$ cat src/rtl/ram_arbiter.sv
// ram_arbiter: shares one single-port synchronous RAM between two requesters.
// Round-robin or fixed-priority (with B anti-starvation) arbitration; read data is routed back to the issuer.
`default_nettype none

module ram_arbiter #(
  parameter int DEPTH          = 2**14,
  parameter int WIDTH          = 16,
  parameter int FIXED_PRIORITY = 0,
  parameter int MAX_B_WAIT     = 8,
  localparam int AW            = $clog2(DEPTH)
) (
  input  logic             i_CLK,
  input  logic             i_RST_N,
  input  logic             i_A_Req,
  input  logic             i_A_Write_EN,
  input  logic [AW-1:0]    i_A_Address,
  input  logic [WIDTH-1:0] i_A_Data,
  output logic             o_A_Grant,
  output logic             o_A_Rd_Valid,
  output logic [WIDTH-1:0] o_A_Data,
  input  logic             i_B_Req,
  input  logic             i_B_Write_EN,
  input  logic [AW-1:0]    i_B_Address,
  input  logic [WIDTH-1:0] i_B_Data,
  output logic             o_B_Grant,
  output logic             o_B_Rd_Valid,
  output logic [WIDTH-1:0] o_B_Data,
  output logic [AW-1:0]    o_Ram_Address,
  output logic [WIDTH-1:0] o_Ram_Data,
  output logic             o_Ram_Write_EN,
  input  logic [WIDTH-1:0] i_Ram_Data
);

  localparam logic [7:0] MAX_WAIT = 8'(MAX_B_WAIT);

  logic       rr_ptr_q, rr_ptr_d;        // 0 = A preferred, 1 = B preferred
  logic [7:0] b_wait_q, b_wait_d;
  logic       a_rd_valid_q, a_rd_valid_d;
  logic       b_rd_valid_q, b_rd_valid_d;
  logic       a_grant, b_grant;
  logic       both_req;

  assign both_req = i_A_Req && i_B_Req;

  always_comb begin
    a_grant = 1'b0;
    b_grant = 1'b0;
    if (i_RST_N) begin
      if (both_req) begin
        if (FIXED_PRIORITY != 0) begin
          if (b_wait_q == MAX_WAIT) b_grant = 1'b1;
          else                      a_grant = 1'b1;
        end else begin
          if (rr_ptr_q) b_grant = 1'b1;
          else          a_grant = 1'b1;
        end
      end else begin
        a_grant = i_A_Req;
        b_grant = i_B_Req;
      end
    end
  end

  always_comb begin
    rr_ptr_d = rr_ptr_q;
    if (both_req && (a_grant || b_grant)) rr_ptr_d = ~rr_ptr_q;

    b_wait_d = 8'd0;
    if (i_B_Req && !b_grant) begin
      b_wait_d = (b_wait_q == MAX_WAIT) ? b_wait_q : b_wait_q + 8'd1;
    end

    a_rd_valid_d = a_grant && !i_A_Write_EN;
    b_rd_valid_d = b_grant && !i_B_Write_EN;
  end

  always_ff @(posedge i_CLK) begin
    if (!i_RST_N) begin
      rr_ptr_q     <= 1'b0;
      b_wait_q     <= 8'd0;
      a_rd_valid_q <= 1'b0;
      b_rd_valid_q <= 1'b0;
    end else begin
      rr_ptr_q     <= rr_ptr_d;
      b_wait_q     <= b_wait_d;
      a_rd_valid_q <= a_rd_valid_d;
      b_rd_valid_q <= b_rd_valid_d;
    end
  end

  assign o_A_Grant      = a_grant;
  assign o_B_Grant      = b_grant;
  assign o_Ram_Address  = b_grant ? i_B_Address : i_A_Address;
  assign o_Ram_Data     = b_grant ? i_B_Data    : i_A_Data;
  assign o_Ram_Write_EN = (a_grant && i_A_Write_EN) || (b_grant && i_B_Write_EN);

  // Gating with reset suppresses a return that coincides with reset being asserted.
  assign o_A_Rd_Valid = a_rd_valid_q && i_RST_N;
  assign o_B_Rd_Valid = b_rd_valid_q && i_RST_N;
  assign o_A_Data     = o_A_Rd_Valid ? i_Ram_Data : '0;
  assign o_B_Data     = o_B_Rd_Valid ? i_Ram_Data : '0;

endmodule

`default_nettype wire

$ cat config.mk
export PLATFORM = sky130hd
export DESIGN_NAME = ram_arbiter
export DESIGN_NICKNAME = d
export VERILOG_FILES = /design/src/rtl/ram_arbiter.sv
export SDC_FILE = /design/constraint.sdc
export NUM_CORES = 1
export LEC_CHECK = 0
export ABC_CLOCK_PERIOD_IN_PS = 1670
export BUFFER_PORTS_ARGS = -buffer_cell sky130_fd_sc_hd__buf_2
export CORE_MARGIN = 2
export CORE_UTILIZATION = 25
export CTS_CLUSTER_SIZE = 16
export DETAILED_ROUTE_END_ITERATION = 16
export PLACE_DENSITY = 0.81
export REMOVE_ABC_BUFFERS = 1
export SYNTH_ARGS = -nofsm -noshare
export SYNTH_HDL_FRONTEND = slang
export SYNTH_SLANG_ARGS = --single-unit
$ cat constraint.sdc
create_clock -name i_CLK -period 1.67 [get_ports i_CLK]
set_input_delay 0.2505 -clock i_CLK [delete_from_list [all_inputs] [get_ports i_CLK]]
set_output_delay 0.2505 -clock i_CLK [all_outputs]
set_load 0.05 [all_outputs]
---- Yosys cells after proc, flatten, opt, wreduce, memory -nomap -nowiden ----
Cells that the tools add are included.
operators by class
  reduce and logical (&&, ||, !) cells .... 12
  bitwise gates (word level) .............. 1
  muxes and demuxes ....................... 10
operator list
  kind               count
  $mux 16            3
  $mux 14            1
  $logic_and 1x1->1  8
  $mux 1             6
  $logic_not 1->1    2
  $logic_or 1x1->1   2
  $not 1->1          1
word-level totals
  flip-flop bits (word level) ............. 3

---- Logic depth before layout (Yosys ltp) ----
  depth after elaboration ................. 5
  depth in mapped cells ................... 4

---- Least setup slack after synthesis ----
OpenSTA, ideal clock, no wires.
  kind .................................... input to output
  start ................................... input i_RST_N
  end ..................................... output o_Ram_Write_EN
  buffers on the path ..................... 2
  arrival time ............................ 1493 ps
  setup slack ............................. -74 ps
  stages .................................. 4
  path through ............................ clkbuf_1 clkbuf_1 nand2_1 o2bb2ai_1
between the ends
  cells in the longest elaborated chain, start to end .. 3
  elaborated cells on any way between the ends .. 5
ends and longest elaborated chain
  element             RTL line  text
  from (decl)         13        input logic i_RST_N,
  $mux 1              48        if (i_RST_N) begin
  $logic_and 1x1->1   95        assign o_Ram_Write_EN = (a_grant && i_A_Write_EN) || (b_grant && i_B_Write_EN);
  $logic_or 1x1->1 *  95
  to (decl)           30        output logic o_Ram_Write_EN,
Mark *: on every way between the ends. The rest lies on a longest branch, timed or not.

---- Final worst setup path ----
  start ................................... register rr_ptr_q
  end ..................................... output o_Ram_Data[13]
between the ends
  cells in the longest elaborated chain, start to end .. 4
ends and longest elaborated chain
  element                 RTL line  text
  from (decl)             36        logic rr_ptr_q, rr_ptr_d;
  from (signal assigned)  84        rr_ptr_q <= rr_ptr_d;
  $mux 1                  54        if (rr_ptr_q) b_grant = 1'b1;
  $mux 1                  49        if (both_req) begin
  $mux 1                  48
  $mux 16                 94        assign o_Ram_Data = b_grant ? i_B_Data : i_A_Data;
  to (decl)               29        output logic [WIDTH-1:0] o_Ram_Data,
No other way between the ends.

==> flow_summary_export.csv <==
group,metric,value,unit
die,core_area,2810,um2
setup_path,slowest_stage,"mux2_2",
global_routing,grt_usage,0.183,
clock_tree,numCtsBuffers,3,
logic_synthesis,yosys_warnings,0,
power_and_ir_drop,p_int,462,uW
clock_tree,cts_tree,"yes",
sta,whs,174,ps
layout,final_area,1850,um2
setup_path,crit_chain,"inv_2 -> a21oi_4 -> buf_12 -> mux2_2 -> buf_6",
place,pre_cts_slack,46.1,ps
logic_synthesis,synthCells,89,
global_routing,antenna_found_initial,0,
setup_path,endpoint_kind,"output port",
logic_synthesis,synth-seq-area-share,0.0803,
setup_path,crit_type,"flip-flop to output port",
clock_tree,cts_max_level,1,
setup_path,max_stage_delay,360,ps
logic_synthesis,yosysTopAreaCellShare,0.421,
logic_synthesis,synth-seq-cells,3,
detailed_routing,vias,1277,
sta,slew_violations,0,
clock_tree,cts_root_buf,"clkbuf_4",
detailed_routing,drc,10,
power_and_ir_drop,power_switching,450,uW
clock_tree,clock-sinks,3,
worst_hold_path,hp-class,"input pin to flip-flop",
setup_path,arrival,1550,ps
clock_tree,clkTransAtPathRegs,40,ps
detailed_routing,ant_nets,0,
global_routing,grt_pass1_vias,1084,
sta,fin_skew,6.16,ps
setup_path,crit_path_max_fanout,17,
place,place_area,1510,um2
flow_run,maxCapViolations,0,
sta,hold_viol,0,
logic_synthesis,avgSynthCellArea,8.41,um2
die,start_util,0.267,
setup_path,cp.required,1420,ps
global_routing,grt_max_degree,38,
layout,final_nets,320,
logic_synthesis,syn_area,748,um2
logic_synthesis,synth_cell_types,13,
power_and_ir_drop,seqPwrFrac,0.092,
power_and_ir_drop,p_comb_frac,0.762,
sta,timing.final.ws_setup,-126,ps
logic_synthesis,synth.largest_area_cell,"mux2_2",
global_routing,grt_first_pass_wirelength,4850,um
die,die_w,58.7,um
clock_tree,cts.path.max_buffers,2,
setup_path,critPathTopFamily,"buffers and inverters",
power_and_ir_drop,p_sw_frac,0.493,
layout,diodes,0,
die,dieArea,3450,um2
layout,fin_util,0.660,
status,violations,"design-rule violations, negative setup slack",
detailed_routing,routed_wl,3920,um
status,status,"complete, but fails checks",
detailed_routing,drtIter0Drc,58,
layout,syn_to_final_growth,147,%
power_and_ir_drop,ir_worst_vdd,0.276,mV
place,gp_congestion,0.735,
sta,period_minus_slack,1800,ps
die,rows,19,
die,die_height,58.7,um
power_and_ir_drop,leakagePower,0.00118,uW
clock_tree,clock_latency,240,ps
power_and_ir_drop,clkPwrFrac,0.146,
detailed_routing,post_drt_wl_per_cell,14.6,um
layout,drive_above_1_share,0.793,
setup_path,path_buf_inv,3,
detailed_routing,drtPass1Iterations,10,
layout,layout_common_cells,"117 x buf_2, 33 x and3_1, 20 x buf_6, 16 x mux2_2, 13 x mux2_4",
die,ios,149,
sta,fmax,557,MHz
power_and_ir_drop,powerDensity,493,nW/um2
setup_path,critPathLaunchType,"flip-flop",
sta,finalSetupViolCount,30,
place,dp_hpwl,2570,um
place,port_buffers,148,
sta,finalCritPeriodShare,1.08,
global_routing,grt_remaining_overflow,0,
layout,final_common_cell,"buf_2",
logic_synthesis,synth.area.top_cells,"mux2_2 42%, and3_1 28%, dfxtp_1 8.0%",
sta,worst_pin_slew,420,ps
sta,setup_tns,-3040,ps
sta,relSlewSlack,0.720,
sta,rsz0062_at_grt,"true",
detailed_routing,detail_route.vias_per_cell,4.76,
[cell families after synthesis]
family / count (synthesis) / share of synthesized area
xor+xnor: 1 / 0.0117
mux: 30 / 0.451
buf+inv: 10 / 0.0803
simple gates: 43 / 0.343
compound gates: 2 / 0.0335
flops: 3 / 0.0803
[sequential cells by signal, indices dropped and copies added, names as in the netlist]
register	cells
rr_ptr_q	1
a_rd_valid_q	1
b_rd_valid_q	1
[metal layers]
metal,track usage,wire (um)
met3,0.0549,424
met1,0.176,1300
met2,0.353,2110
met5,0,0
met4,0.0812,81
[power by group through the flow]
stage          combinational (uW)  sequential [uW]  clock (uW)
5_1_grt                       721             84.9         140
2_1_floorplan                 367             82.4           0
4_1_cts                       637             83.0         136
3_3_place_gp                  546             83.8           0
3_5_place_dp                  551             84.1           0
6_report                      694             83.9         133
[worst paths after layout]
check | from | endpoint | slack (ps) | depth (start not counted)
worst max-delay path | rr_ptr_q | o_Ram_Data[13] | -130 | 5
worst max register to register | rr_ptr_q | b_rd_valid_q | 710 | 4
worst min-delay path | i_B_Write_EN | b_rd_valid_q | 170 | 2
worst min register to register | rr_ptr_q | rr_ptr_q | 680 | 3
[cell usage after synthesis (all sizes together)]
| cell type | n |
|---|---|
| and3 | 33 |
| mux2 | 30 |
| clkbuf | 6 |
| nand2 | 5 |
| and2 | 3 |
| buf | 3 |
| dfxtp | 3 |
| nor2b | 2 |
| a21oi | 1 |
| inv | 1 |
| o2bb2ai | 1 |
| xnor2 | 1 |
[stage by stage]
stage	power [uW]	instances
6_report	912	268
5_1_grt	947	268
4_1_cts	856	266
3_5_place_dp	635	262
3_3_place_gp	630	262
2_1_floorplan	449	80
[final cells by class]
type,count,area (um2)
clock buffer,4,26.3
fill,217,955
timing repair buffer,153,1040
tap,31,38.8
multi-input combinational,76,677
inverter,1,3.75
sequential,3,61.3
[repair_timing]
action                                  4_1_cts  5_1_grt
setup buffers                                 0        0
hold buffers                                  0        0
endpoints found under the setup margin       30       31
endpoints found under the hold margin         0        0
cloned                                        0        2
resized for setup                            61       26
No activity file was read; power rests on OpenSTA's default activity.
